[src/rtl/loader_pkg.sv]
// Shared types and constants for the instruction-memory frame loader.
// No logic of its own; imported by the loader top and its staging buffer.
package loader_pkg;

    typedef enum logic [2:0] {
        S_IDLE,
        S_HDR,
        S_DATA,
        S_CSUM,
        S_COMMIT
    } state_t;

    localparam logic [7:0] SYNC_DEFAULT = 8'hA5;

    localparam int START_MSB = 7;
    localparam int START_LSB = 4;
    localparam int CNT_MSB   = 3;
    localparam int CNT_LSB   = 0;

    localparam int MEM_DEPTH = 16;
    localparam int ADDR_W    = $clog2(MEM_DEPTH);

    // Instruction memory is exactly MEM_DEPTH deep, so commit addresses wrap naturally.
    function automatic logic [ADDR_W-1:0] wrap_addr(input logic [ADDR_W-1:0] base,
                                                    input logic [ADDR_W-1:0] off);
        return base + off;
    endfunction

endpackage

[src/rtl/loader_stage_buf.sv]
// 16x8 staging RAM: synchronous write while receiving payload, combinational read while committing.
// Reset clears the contents so an aborted frame leaves nothing behind.
module loader_stage_buf
    import loader_pkg::*;
(
    input  logic              clk,
    input  logic              rst_n,
    input  logic              wr_en,
    input  logic [ADDR_W-1:0] wr_addr,
    input  logic [7:0]        wr_data,
    input  logic [ADDR_W-1:0] rd_addr,
    output logic [7:0]        rd_data
);

    logic [7:0] mem [MEM_DEPTH];

    always_ff @(posedge clk or negedge rst_n) begin
        if (!rst_n) begin
            for (int i = 0; i < MEM_DEPTH; i++) begin
                mem[i] <= 8'h00;
            end
        end else if (wr_en) begin
            mem[wr_addr] <= wr_data;
        end
    end

    assign rd_data = mem[rd_addr];

endmodule

[src/rtl/prog_frame_loader.sv]
// Parses SYNC/HDR/DATA/CSUM frames from a byte stream and commits verified payloads to instruction memory.
// First write one cycle after the checksum byte, N back-to-back writes; in_ready drops only while committing.
module prog_frame_loader
    import loader_pkg::*;
#(
    parameter logic [7:0] SYNC_BYTE = SYNC_DEFAULT,
    parameter logic [7:0] CSUM_INIT = 8'h00
)
(
    input  logic              clk,
    input  logic              rst_n,
    input  logic              in_valid,
    input  logic [7:0]        in_data,
    output logic              in_ready,
    output logic              wr_en,
    output logic [ADDR_W-1:0] wr_addr,
    output logic [7:0]        wr_data,
    output logic              cpu_hold,
    output logic              done,
    output logic              err,
    output logic              busy
);

    state_t            state, state_nxt;
    logic [ADDR_W-1:0] start_q, start_nxt;
    logic [ADDR_W-1:0] cnt_q, cnt_nxt;
    logic [ADDR_W-1:0] idx_q, idx_nxt;
    logic [7:0]        acc_q, acc_nxt;
    logic              err_nxt;
    logic              hold_nxt;
    logic              wr_en_nxt;
    logic [ADDR_W-1:0] wr_addr_nxt;
    logic [7:0]        wr_data_nxt;
    logic              done_nxt;

    logic              xfer;
    logic              buf_we;
    logic [ADDR_W-1:0] rd_addr;
    logic [7:0]        rd_data;

    assign in_ready = (state != S_COMMIT);
    assign busy     = (state != S_IDLE);
    assign xfer     = in_valid & in_ready;

    loader_stage_buf u_stage_buf (
        .clk     (clk),
        .rst_n   (rst_n),
        .wr_en   (buf_we),
        .wr_addr (idx_q),
        .wr_data (in_data),
        .rd_addr (rd_addr),
        .rd_data (rd_data)
    );

    always_ff @(posedge clk or negedge rst_n) begin
        if (!rst_n) begin
            state    <= S_IDLE;
            start_q  <= '0;
            cnt_q    <= '0;
            idx_q    <= '0;
            acc_q    <= 8'h00;
            err      <= 1'b0;
            cpu_hold <= 1'b0;
            wr_en    <= 1'b0;
            wr_addr  <= '0;
            wr_data  <= 8'h00;
            done     <= 1'b0;
        end else begin
            state    <= state_nxt;
            start_q  <= start_nxt;
            cnt_q    <= cnt_nxt;
            idx_q    <= idx_nxt;
            acc_q    <= acc_nxt;
            err      <= err_nxt;
            cpu_hold <= hold_nxt;
            wr_en    <= wr_en_nxt;
            wr_addr  <= wr_addr_nxt;
            wr_data  <= wr_data_nxt;
            done     <= done_nxt;
        end
    end

    always_comb begin
        state_nxt   = state;
        start_nxt   = start_q;
        cnt_nxt     = cnt_q;
        idx_nxt     = idx_q;
        acc_nxt     = acc_q;
        err_nxt     = err;
        hold_nxt    = cpu_hold;
        wr_en_nxt   = 1'b0;
        wr_addr_nxt = wr_addr;
        wr_data_nxt = wr_data;
        done_nxt    = 1'b0;
        buf_we      = 1'b0;
        // While committing, prefetch the entry for the write after the one on the bus.
        rd_addr     = idx_q + 4'd1;

        case (state)
            S_IDLE: begin
                if (xfer && in_data == SYNC_BYTE) begin
                    err_nxt   = 1'b0;
                    hold_nxt  = 1'b1;
                    state_nxt = S_HDR;
                end
            end
            S_HDR: begin
                if (xfer) begin
                    start_nxt = in_data[START_MSB:START_LSB];
                    cnt_nxt   = in_data[CNT_MSB:CNT_LSB];
                    acc_nxt   = CSUM_INIT + in_data;
                    idx_nxt   = '0;
                    state_nxt = S_DATA;
                end
            end
            S_DATA: begin
                if (xfer) begin
                    buf_we  = 1'b1;
                    acc_nxt = acc_q + in_data;
                    idx_nxt = idx_q + 4'd1;
                    if (idx_q == cnt_q) begin
                        state_nxt = S_CSUM;
                    end
                end
            end
            S_CSUM: begin
                rd_addr = '0;
                if (xfer) begin
                    if (in_data == acc_q) begin
                        // Launch the first write now so it lands one cycle after the checksum.
                        idx_nxt     = '0;
                        wr_en_nxt   = 1'b1;
                        wr_addr_nxt = start_q;
                        wr_data_nxt = rd_data;
                        state_nxt   = S_COMMIT;
                    end else begin
                        err_nxt   = 1'b1;
                        hold_nxt  = 1'b0;
                        state_nxt = S_IDLE;
                    end
                end
            end
            S_COMMIT: begin
                if (idx_q == cnt_q) begin
                    done_nxt  = 1'b1;
                    hold_nxt  = 1'b0;
                    state_nxt = S_IDLE;
                end else begin
                    idx_nxt     = idx_q + 4'd1;
                    wr_en_nxt   = 1'b1;
                    wr_addr_nxt = wrap_addr(start_q, idx_q + 4'd1);
                    wr_data_nxt = rd_data;
                end
            end
            default: begin
                state_nxt = S_IDLE;
            end
        endcase
    end

endmodule

[config.mk]
export PLATFORM = sky130hd
export DESIGN_NAME = prog_frame_loader
export DESIGN_NICKNAME = d
export VERILOG_FILES = /design/src/rtl/loader_pkg.sv /design/src/rtl/loader_stage_buf.sv /design/src/rtl/prog_frame_loader.sv
export SDC_FILE = /design/constraint.sdc
export NUM_CORES = 1
export LEC_CHECK = 0
export CORE_MARGIN = 2
export CORE_UTILIZATION = 60
export DETAILED_ROUTE_END_ITERATION = 16
export PLACE_DENSITY = 0.88
export SYNTH_ARGS = -nofsm -noshare
export SYNTH_HDL_FRONTEND = slang
export SYNTH_SLANG_ARGS = --single-unit
[constraint.sdc]
create_clock -name clk -period 5.2 [get_ports clk]
set_clock_uncertainty 0.05 [all_clocks]
set_input_delay 0.52 -clock clk [delete_from_list [all_inputs] [get_ports clk]]
set_output_delay 0.52 -clock clk [all_outputs]
set_load 0.02 [all_outputs]
* Word level (Yosys, flattened, before mapping)
Cells that the tools add are included.
** Cells by class
- Reductions and logical operators :: 16
- Bitwise operators :: 3
- $lt $le $gt $ge :: 3
- Add/subtract/negate cells :: 3
- Eq/ne operators :: 17
- Mux-type cells :: 49
** Operator list (number)
- $bwmux W128 :: 1
- $mux W8 :: 8
- $mux W4 :: 9
- $bmux W8 S4 :: 1
- $demux W8 S4 :: 1
- $pmux W8 S2 :: 2
- $mux W3 :: 7
- $ne A2 B2 Y1 const B :: 9
- $pmux W4 S4 :: 1
- $pmux W3 S5 :: 1
- $mux W1 :: 14
- $reduce_and A6 Y1 :: 2
- $ge A5 B5 Y1 const B :: 2
- $not A4 Y5 :: 2
- $add A8 B8 Y8 :: 1
- $eq A8 B8 Y1 :: 1
- $eq A8 B8 Y1 const B :: 1
- $pmux W4 S2 :: 1
- $reduce_and A4 Y1 :: 2
- $eq A3 B2 Y1 const B :: 2
- $reduce_bool A2 Y1 :: 3
- $reduce_bool A3 Y1 :: 2
- $lt A5 B1 Y1 const B :: 1
- $reduce_and A5 Y1 :: 1
- other kinds (14) :: 16
** Word-level totals
- Logic and storage cells :: 118
- Input bits :: 11
- Output and inout port bits :: 18
- Flip-flop bits (word level) :: 167

* Depth between registers and ports, before layout
- Depth after elaboration :: 9
- Gate-level depth with buffers :: 14
- Depth with buffers taken out :: 9

* By module
A second synthesis with hierarchy kept.
** Second synthesis, totals
- Cell total of the unflattened synthesis :: 591
- Area, all modules :: 8216.6 µm²
** By module, submodules not included
- loader_stage_buf :: seq. area each 3203.1 µm², cells each 365, instances 1, area an instance 5915.7 µm²
- prog_frame_loader :: seq. area each 975.9 µm², cells each 226, instances 1, area an instance 2301.0 µm²

* Worst setup path before layout
No wires, ideal clock.
- Path type :: register -> register
- From :: reg idx_q[0]
- To :: reg wr_data[6]
- Arrival :: 2.649 ns
- Path buffers :: 7
- Stages on the path, launching flop included :: 14
- Setup slack :: 2.376 ns
- Data required time :: 5.025 ns
- Cells stage by stage :: dfrtp_1 > buf_6 > inv_1 > buf_4 > clkbuf_1 > ha_1 > buf_2 > buf_4 > buf_2 > clkbuf_1 > nand2_1 > o22ai_1 > o21ai_1 > mux2_2
** On the way
- Cells in the longest elaborated chain, start to end :: 9
** RTL lines
- start: declaration :: line prog_frame_loader.sv:27 : logic [ADDR_W-1:0] idx_q, idx_nxt;
- start signal: assignment :: line prog_frame_loader.sv:72 : idx_q <= idx_nxt;
- $add A4 B1 Y4 :: line prog_frame_loader.sv:97 : rd_addr = idx_q + 4'd1;
- $mux W4 :: line prog_frame_loader.sv:99 : case (state)
- $not A4 Y5 (not written as such) :: line loader_stage_buf.sv:27 : assign rd_data = mem[rd_addr];
- $bmux W8 S4 :: line loader_stage_buf.sv:27
- $mux W8 (not written as such) (2 in series) :: line loader_stage_buf.sv:27
- $mux W8 :: line prog_frame_loader.sv:129 : if (in_data == acc_q) begin
- $mux W8 :: line prog_frame_loader.sv:128 : if (xfer) begin
- $pmux W8 S2 :: line prog_frame_loader.sv:99
- end signal: assignment :: line prog_frame_loader.sv:78 : wr_data <= wr_data_nxt;
- end: declaration :: line prog_frame_loader.sv:17 : output logic [7:0] wr_data,
Several ways; a longest one is shown, not always the timed one. The select of a mux whose other input is x is not followed.
A chain may end at the register's enable or synchronous reset.

* Final worst setup path
- From :: reg idx_q[1]
- To :: reg wr_data[5]
Same word-level chain as after synthesis.

==> flow_metrics.tcl <==
set metrics [dict create \
    outcome "finished, final reports clean" \
    sw_frac_of_total 0.380 \
    start_kind "flop" \
    rsz0062_at_grt "no" \
    yosysSeqAreaShare 0.494 \
    num_io_pins 29 \
    path_clk_slew_ns 0.06 \
    place.gp.congestion 0.890 \
    p_int_uw 3260 \
    overflow 0 \
    drv_cap 0 \
    slew_violations 0 \
    wl_mm 21.5 \
    core_mm2 0.0138 \
    grt_usage 0.304 \
    cts.path.max_buffers 2 \
    r2r-start "idx_q[1]" \
    crit_arrival_ns 3.64 \
    critical_path_buf_inv_count 2 \
    cts_buffers 17 \
    dpl_cell_area_mm2 0.00876 \
    viasPerCell 6.69 \
    p_sw_uw 1990 \
    syn_inst 746 \
    placementRows 43 \
    ys_seq_elements 167 \
    synth_area_per_cell_um2 11.3 \
    finalHoldViolCount 0 \
    cpMostUsedCell "a21oi_1" \
    vias 6305 \
    post_cts_resize_count 0 \
    worstReg2RegEnd "wr_data[5]" \
    grt_pass1_vias 6396 \
    cts.sinks 167 \
    r2r_cells 7 \
    dp_hpwl_mm 13.3 \
    synth_edf_count 0 \
    met1_usage 0.395 \
    cts_tree "done" \
    cts_setup_buffers 0 \
    hold_class "input port to async pin" \
    drc 0 \
    insertion_delay_ns 0.44 \
    worstPathMaxFanout 18 \
    root_buffer "clkbuf_16" \
    synth_cell_types 70 \
    grt_pass1_wl_mm 34.3 \
    setup_viol 0 \
    synth_fp_nets 773 \
    leakage_uw 0.00431 \
    fmax_ghz 0.297 \
    reg2reg_slack_ns 1.83 \
    clkPwrFrac 0.244 \
    crit_family "compound AO/OA/AOI/OAI gates" \
    crit_path_top_delay_cell "a211oi_1" \
    grt_max_degree 111 \
    antenna_found_initial 0 \
    worstPathRequired_ns 5.47 \
    async_reset_ff_frac 1.00 \
    first_iter_violations 836 \
    cp_cell_sequence "inv_1 > ha_1 > clkinv_1 > a211oi_1 > a2111oi_0 > a21oi_1 > a21oi_1" \
    start_util 0.611 \
    fp.dieH_um 123 \
    cp-end-kind "flop" \
    numPortBuffers 28 \
    pwr-share-comb 0.395 \
    fp.dieArea_mm2 0.0151 \
    critPathMaxStageDelay_ns 0.91 \
    area_growth_pct 10.7 \
    yosysWarnings 0 \
    die_width_um 123 \
    postCtsHoldBufs 0 \
    grt.met2_usage 0.471 \
    fin_crit_sh 0.648 \
    worst_slew_pin_slew_ns 1.10 \
    dr.pass1.iters 7 \
    maxSlewHeadroom 0.268 \
    path_class "flop to flop" \
    netlist_area_mm2 0.00845 \
    fin_area_mm2 0.00936 \
    irDropWorstVdd_mv 0.349 \
    h-tree-depth 4 \
    wire_per_inst_um 22.8 \
    period_needed_ns 3.37 \
    drive_gt1_frac 0.224 \
    nets 777 \
    busiest_layer "met2" \
    globalRouteMet3Util 0.0776 \
    power_density_mw_per_mm2 561 \
    antennaDiodeCount 0 \
    seq_power_share 0.361 \
    ys.flop_type "dfrtp_1" \
    ant_nets 0 \
    setup_tns_ns 0 \
]
==> sequential cells by signal (all words and copies together) (netlist names), 3 cells and up <==
name	count
acc_q	8
wr_addr	4
u_stage_buf.mem	128
idx_q	4
start_q	4
cnt_q	4
state	3
wr_data	8
==> routing by layer <==
metal	up-vias	wire length [um]
met4	0	783
met5	-	0
li1	2716	-
met3	75	1840
met1	3170	8590
met2	344	10300
==> power groups by stage <==
stage | clock (uW) | combinational, uW | sequential, uW
2_1_floorplan | 0 | 1470 | 1870
5_1_grt | 1350 | 2240 | 1920
6_report | 1280 | 2070 | 1890
3_5_place_dp | 0 | 1990 | 1900
4_1_cts | 1290 | 2040 | 1880
3_3_place_gp | 0 | 1920 | 1870
==> layout make-up <==
type,instances,area [um2]
clock buffers,20,447
clock inverters,12,151
fillers,916,4470
inverters,9,33.8
multi-input cells,517,3960
flip-flops and latches,167,4180
well taps,180,225
repair buffers,38,357
==> stage by stage <==
step	hold slack [ns]	instances	utilization	setup WS [ns]	power, uW
after floorplan	0.174	746	-	2.38	3340
after global placement	0.411	911	0.633	1.69	3790
after detailed placement	0.421	911	0.633	1.54	3890
after CTS	0.204	943	0.677	1.96	5210
after global routing	0.245	943	0.677	1.65	5510
final	0.150	943	0.677	1.83	5250
==> placed cells by master, fill, tap and decap left out, drive strengths merged, types with 7 or more instances in the layout <==
cell	instances
a21oi	31
a31oi	9
buf	11
clkbuf	20
clkdlybuf4s50	27
clkinv	7
dfrtp	167
ha	14
inv	9
mux2	124
mux2i	21
nand2	77
nand2b	8
nand3	18
nor2	33
nor3	13
nor4	8
o21ai	43
o22ai	7
or3	10
xnor2	10
==> cell usage after synthesis (6+ instances only) <==
| master | count | area, um2 |
|---|---|---|
| and3_1 | 6 | 37.5 |
| ha_1 | 14 | 175 |
| nand2_1 | 68 | 255 |
| o21ai_0 | 41 | 205 |
| clkbuf_1 | 22 | 82.6 |
| nand3_1 | 14 | 70.1 |
| or3_1 | 10 | 62.6 |
| mux2_1 | 20 | 225 |
| buf_2 | 16 | 80.1 |
| o2bb2ai_1 | 6 | 52.6 |
| mux2i_1 | 21 | 210 |
| nor4_1 | 8 | 50.1 |
| a21oi_1 | 31 | 155 |
| nand2_2 | 9 | 56.3 |
| buf_4 | 12 | 90.1 |
| dfrtp_1 | 167 | 4180 |
| nand2b_1 | 8 | 50.1 |
| o22ai_1 | 7 | 43.8 |
| mux2_2 | 104 | 1170 |
| xnor2_1 | 9 | 78.8 |
| a31oi_1 | 9 | 56.3 |
| inv_1 | 7 | 26.3 |
| nor2_1 | 31 | 116 |
| nor3_1 | 11 | 55.1 |
==> cells by family (layout without fill, tap and decap cells) <==
group | count (synthesis) | in the layout | share of synthesized area
compound gates | 144 | 144 | 0.110
flops | 167 | 167 | 0.494
mux | 147 | 147 | 0.195
simple gates | 195 | 195 | 0.121
fa+ha+maj | 16 | 16 | 0.0255
xor+xnor | 15 | 15 | 0.0164
buf+inv | 62 | 79 | 0.0370
==> how the worst max path moves through the flow <==
stage / start / to / depth (start not counted)
floorplan: idx_q[0] / wr_data[6] / 13
global placement: in_data[2] / wr_data[6] / 7
detailed placement: in_data[0] / wr_data[1] / 9
CTS: idx_q[1] / wr_data[5] / 7
global route: idx_q[1] / wr_data[5] / 7
finish: idx_q[1] / wr_data[5] / 7
(Power assumes the default switching activity.)
==> variant 1, RTL diff (config.mk and constraints unchanged) <==
Register the output `err` once more, cleared by the reset; this adds one clock of latency there. The other outputs are not delayed to match.
--- a/src/rtl/prog_frame_loader.sv
+++ b/src/rtl/prog_frame_loader.sv
@@ -20,6 +20,8 @@
     output logic              err,
     output logic              busy
 );
+
+    logic err_s0;
 
     state_t            state, state_nxt;
     logic [ADDR_W-1:0] start_q, start_nxt;
@@ -59,7 +61,7 @@
             cnt_q    <= '0;
             idx_q    <= '0;
             acc_q    <= 8'h00;
-            err      <= 1'b0;
+            err_s0   <= 1'b0;
             cpu_hold <= 1'b0;
             wr_en    <= 1'b0;
             wr_addr  <= '0;
@@ -71,7 +73,7 @@
             cnt_q    <= cnt_nxt;
             idx_q    <= idx_nxt;
             acc_q    <= acc_nxt;
-            err      <= err_nxt;
+            err_s0   <= err_nxt;
             cpu_hold <= hold_nxt;
             wr_en    <= wr_en_nxt;
             wr_addr  <= wr_addr_nxt;
@@ -86,7 +88,7 @@
         cnt_nxt     = cnt_q;
         idx_nxt     = idx_q;
         acc_nxt     = acc_q;
-        err_nxt     = err;
+        err_nxt     = err_s0;
         hold_nxt    = cpu_hold;
         wr_en_nxt   = 1'b0;
         wr_addr_nxt = wr_addr;
@@ -158,5 +160,13 @@
         endcase
     end
 
+    always_ff @(posedge clk or negedge rst_n) begin
+        if (!rst_n) begin
+            err <= '0;
+        end else begin
+            err <= err_s0;
+        end
+    end
+
 endmodule
 
Formal check against the unedited RTL: not equivalent (Yosys sat finds a counterexample within 10 cycles, from zero or initial values and one cycle with rst_n low).
==> variant 1 against the unedited design <==
- cell area rose by 1.2%
- first-iteration DRC count fell by 28%
- setup slack improved by 0.22 ns
- count of clock-buffer cells in the layout fell by 3
- total power fell by 16%
- wire length fell by 2.6%
- highest routed layer unchanged
- non-clock buffer count fell by 1
- global-route usage fell by 0.68 points
- sequential cell count rose by 1
- synthesized area rose by 1.6%
==> variant 1: results (changes against the unedited design) <==
- The flow ran to the end, and the final reports show no timing, DRC or antenna violations.
- The power density normalized to cell area is 467 nW/um2 (-17%).
- The routed via count came to 6098 (-3.3%).
- The number of vias per cell after detailed routing is 6.52 (-2.5%).
- The top cell family by delay on the critical path is buffers and inverters.
- The arrival time at the worst endpoint is 3.43 ns (-0.21 ns).
- The sequential standard cell area came to 4200 um2 (+0.57%).
- The synthesis-stage register bit count is 168 (+0.60%).
- The actual slew at the worst max-slew pin came to 1.14 ns (+0.0471 ns).
- The routed wirelength normalized by instance count is 22.4 um (-1.7%).
- The global-route track usage on met1 is 37.3% (-2.2 points).
- The met1 routed wirelength after detailed routing is 8290 um (-3.5%).
- The largest net degree at the start of global routing is 130 (+17%).
- The slowest stage of the critical path belongs to the cell clkdlybuf4s50_1.
- The count of plain and timing-repair buffers is 37 (-2.6%).
- The wire length of the first global-routing pass is 33700 um (-1.6%).
- The mean instance size in the synthesized netlist came to 11.7 um2 (+3.0%).
- The global-route met3 utilization was 8.01% (+0.25 points).
- The maximum fanout count along the critical path is 20 (+2).
- By count the netlist is led by 168 x dfrtp_1, 104 x mux2_2, 78 x nand2_1.
- The sequential fraction of the synthesis area was 49.0% (-0.48 points).
- The iteration-0 DRC count of the detailed router was 600 (-28%).
- The proportion of layout cells with a drive suffix above 1 is 27.0% (+4.6 points).
- The share of cell area taken by multi-input logic gates is 43.2% (+0.88 points).
- The maximum vdd drop came to 0.000357 V (+2.1%).
- The routed length on met2 is 10400 um (+0.67%).
- The clock-cell share of area is 5.90% (-0.50 points).
- The static power due to leakage came to 4.45 nW (+3.2%).
- The final RePlAce weighted congestion is 0.888 (-0.19%).
- The count of cell types in the netlist is 63 (-10%).
- Sorting the synthesized cells by area gives the leading types as dfrtp_1 49%, mux2_2 14%, mux2_4 4.9%, nand2_1 3.4%, o21ai_0 2.2%.
- The met2 track demand over resource in global routing is 47.6% (+0.46 points).
-- variant 1: changes by cell type in the layout (fill, tap and decap cells not counted), moves of 9 or more --
cell	change
nand2_1	+10
nand3_1	+13
nand2_2	-9
or3_1	-9
mux2_4	+28
nand2_4	+12
mux2_1	-20
-- variant 1: path summary, 6_finish.rpt --
| check | startpoint | to | slack, ns |
|---|---|---|---|
| setup / recovery | in_data[2] | idx_q[2]$_DFFE_PN0P_ | 2.05 |
| hold / removal | rst_n | u_stage_buf.mem[7]$_DFFE_PN0P_ | 0.22 |
| setup reg to reg | idx_q[0]$_DFFE_PN0P_ | wr_addr[3]$_DFFE_PN0P_ | 2.30 |
| min in group clk | err_s0$_DFFE_PN0P_ | err$_DFF_PN0_ | 0.36 |
| max in group asynchronous | rst_n | u_stage_buf.mem[99]$_DFFE_PN0P_ | 3.70 |
| hold reg to reg | err_s0$_DFFE_PN0P_ | err$_DFF_PN0_ | 0.36 |
-- variant 1: where the power goes --
group          total (mW)  switching, mW  internal [mW]
clock network        1.21          0.578          0.630
registers            1.65          0.153           1.50
logic                1.57          0.961          0.605
total                4.42           1.69           2.73
-- variant 1: worst reg2reg max path, stage by stage (launching register included) --
cell     delay, ns
dfrtp_1       0.37
buf_4         0.41
ha_1          0.32
xnor2_1       0.12
inv_2         0.52
ha_1          0.39
a21oi_1       0.17
xnor2_1       0.14
nor2_1        0.07
xnor2_1       0.15
a21oi_1       0.08
-- variant 1: logic make-up after synthesis --
family,count (synthesis),synth area share [%]
muxes,150,21.1
xor gates and xnor gates,15,1.53
buffers and inverters,60,3.39
and+or+nand+nor,198,12.7
adders and majority gates,16,2.51
DFF,168,49.0
AOI/OAI and AO/OA,129,9.79
==> variant 2, RTL diff (same flow settings) <==
Without the edit above. The 5 states of `state_t` get a Gray code encoding in 3 bits.
--- a/src/rtl/loader_pkg.sv
+++ b/src/rtl/loader_pkg.sv
@@ -3,11 +3,11 @@
 package loader_pkg;
 
     typedef enum logic [2:0] {
-        S_IDLE,
-        S_HDR,
-        S_DATA,
-        S_CSUM,
-        S_COMMIT
+        S_IDLE   = 3'b000,
+        S_HDR    = 3'b001,
+        S_DATA   = 3'b011,
+        S_CSUM   = 3'b010,
+        S_COMMIT = 3'b110
     } state_t;
 
     localparam logic [7:0] SYNC_DEFAULT = 8'hA5;
Formal check against the unedited RTL: same outputs for any inputs over 4 cycles, from zero or initial values and one cycle with rst_n low; so few cycles prove little.
==> variant 2 against the unedited design <==
- clock power barely moved
- synthesized area fell by 1.9%
- wire length fell by 4.1%
- total power fell by 20%
- sequential cell count did not move
- setup slack got worse by 0.29 ns
- count of clock-buffer cells in the layout fell by 3
- cell area fell by 1.4%
==> variant 2: results (changes against the unedited design) <==
- The proportion of layout cells with a drive suffix above 1 was 27.1% (+4.6 points).
- The min-delay analysis places its worst path in the category primary input to async pin.
- The most critical setup path has its endpoint at wr_data[3]$_DFFE_PN0P_.
- The maximum vdd drop is 0.000283 V (-19%).
- The share of the synthesized netlist area taken by xor and xnor gates is 1.71% (+0.063 points).
- The routed wirelength normalized by instance count is 22.8 um (about the same).
- The launch point of the critical path is in_data[4].
- The synthesized netlist cell count is 708 (-5.1%).
- The wire length of the first global-routing pass is 33300 um (-3.1%).
- The number of antenna violations at the first check in global routing is 0 (unchanged).
- The maximum fanout count along the critical path is 25 (+7).
- The predominant post-synthesis flop cell is dfrtp_1.
- The number of cells after detailed placement is 872 (-4.3%).
- The largest net degree at the start of global routing is 112 (+0.90%).
- The flow ran to the end, and the final reports show no timing, DRC or antenna violations.
- The number of instances resized during post-cts repair was 0 (unchanged).
- The standard cell with the maximum stage delay on the critical path is clkdlybuf4s50_1.
- The number of detailed-route iterations in the first pass is 7 (unchanged).
- The count of inserted antenna diode cells is 0 (unchanged).
- The fraction of the mapped netlist area in adder cells is 2.60% (+0.050 points).
- The arrival time at the worst endpoint is 3.86 ns (+0.22 ns).
- The highest cell delay on the worst timing path is 1.03 ns (+0.12 ns).
- Yosys attributes the largest share of cell area to dfrtp_1 50%, mux2_2 18%, nand2_1 2.9%, mux2i_1 2.9%, ha_1 2.1%.
- By count the netlist is led by 167 x dfrtp_1, 132 x mux2_2, 65 x nand2_1.
- Clock tree synthesis selected as its root buffer the cell clkbuf_16.
- The number of vias per cell after detailed routing is 6.61 (-1.1%).
- The final-stage net count was 742 (-4.5%).
- The buffer count from post-CTS setup fixing is 0 (unchanged).
- The post-placement worst setup slack is 1.22 ns (-0.313 ns).
- The actual slew at the worst max-slew pin was 0.994 ns (-0.104 ns).
- The area fraction in compound gates after synthesis is 9.36% (-1.7 points).
- The total clock buffers created by CTS was 17 (unchanged).
- The count of cell types in the netlist is 64 (-8.6%).
- The overall global routing resource usage is 29.7% (-0.71 points).
- The worst register-to-register path begins at idx_q[0]$_DFFE_PN0P_.
- The number of cells on the worst reg-to-reg path is 10 (+3).
- In this run the critical register-to-register path is captured at wr_addr[3]$_DFFE_PN0P_.
- The iteration-0 DRC count of the detailed router is 670 (-20%).
- The number of synthesized flops with an enable pin is 0 (unchanged).
- The routed wire length is 20600 um (-4.1%).
- The largest buffer count on any clock path is 2 (unchanged).
- The clock latency of the later-clocked register in the worst-skew pair is 0.44 ns (about the same).
- The setup slack of the most critical reg-to-reg path is 1.68 ns (-0.15 ns).
- The total placed instance area came to 8630 um2 (-1.4%).
- The via count of the first global-routing pass is 6191 (-3.2%).
- The multiplexer share of the synthesized area came to 22.2% (+2.7 points).
- Among cell families on the critical path, the largest total delay comes from buffers and inverters.
- The placed wire-length estimate after detailed placement was 13200 um (-0.75%).
- The final RePlAce weighted congestion is 0.876 (-1.5%).
- The sequential fraction of the synthesis area is 50.4% (+0.98 points).
- The static power due to leakage was 4.30 nW (-0.21%).
## variant 2: cell types whose count changed after synthesis, sizes merged, moves of 6 or more
| cell | change |
|---|---|
| a21oi | -12 |
| or3 | -6 |
| o2bb2ai | -6 |
| o21ai | -13 |
| a211oi | +8 |
| nor4 | -7 |
| mux2 | +10 |
## variant 2: routing by layer
metal	track usage [%]	vias to the layer above	wire [um]
li1	-	2594	-
met1	39.1	3000	8250
met2	47.4	326	10100
met3	7.02	56	1740
met4	12.9	0	587
met5	0	-	0
## variant 2: how the worst min path moves through the flow
stage / from / end / slack [ns] / depth (start not counted)
4_1_cts: rst_n / acc_q[7]$_DFFE_PN0P_ / 0.21 / 1
3_5_place_dp: u_stage_buf.mem[17]$_DFFE_PN0P_ / u_stage_buf.mem[17]$_DFFE_PN0P_ / 0.44 / 2
6_report: rst_n / acc_q[7]$_DFFE_PN0P_ / 0.14 / 1
3_3_place_gp: u_stage_buf.mem[25]$_DFFE_PN0P_ / u_stage_buf.mem[25]$_DFFE_PN0P_ / 0.41 / 2
2_1_floorplan: rst_n / acc_q[0]$_DFFE_PN0P_ / 0.17 / 0
5_1_grt: rst_n / acc_q[7]$_DFFE_PN0P_ / 0.24 / 1
## variant 2: area by class of cell
class,count,area (um2)
clock buffers,17,425
clock inverters,15,166
fillers,890,4130
inverters,11,41.3
multi-input cells,482,3850
flip-flops and latches,167,4180
well taps,176,220
repair buffers,36,342
## variant 2: through the flow
step           hold slack (ns)  total power [mW]
2_1_floorplan            0.174              2.48
3_3_place_gp             0.415              2.82
3_5_place_dp             0.438              2.89
4_1_cts                  0.205              4.16
5_1_grt                  0.244              4.37
6_report                 0.142              4.21
## variant 2: power breakdown
group / switching [mW] / internal (mW)
combinational: 0.958 / 0.495
clock: 0.557 / 0.719
sequential: 0.0957 / 1.38
total: 1.61 / 2.59
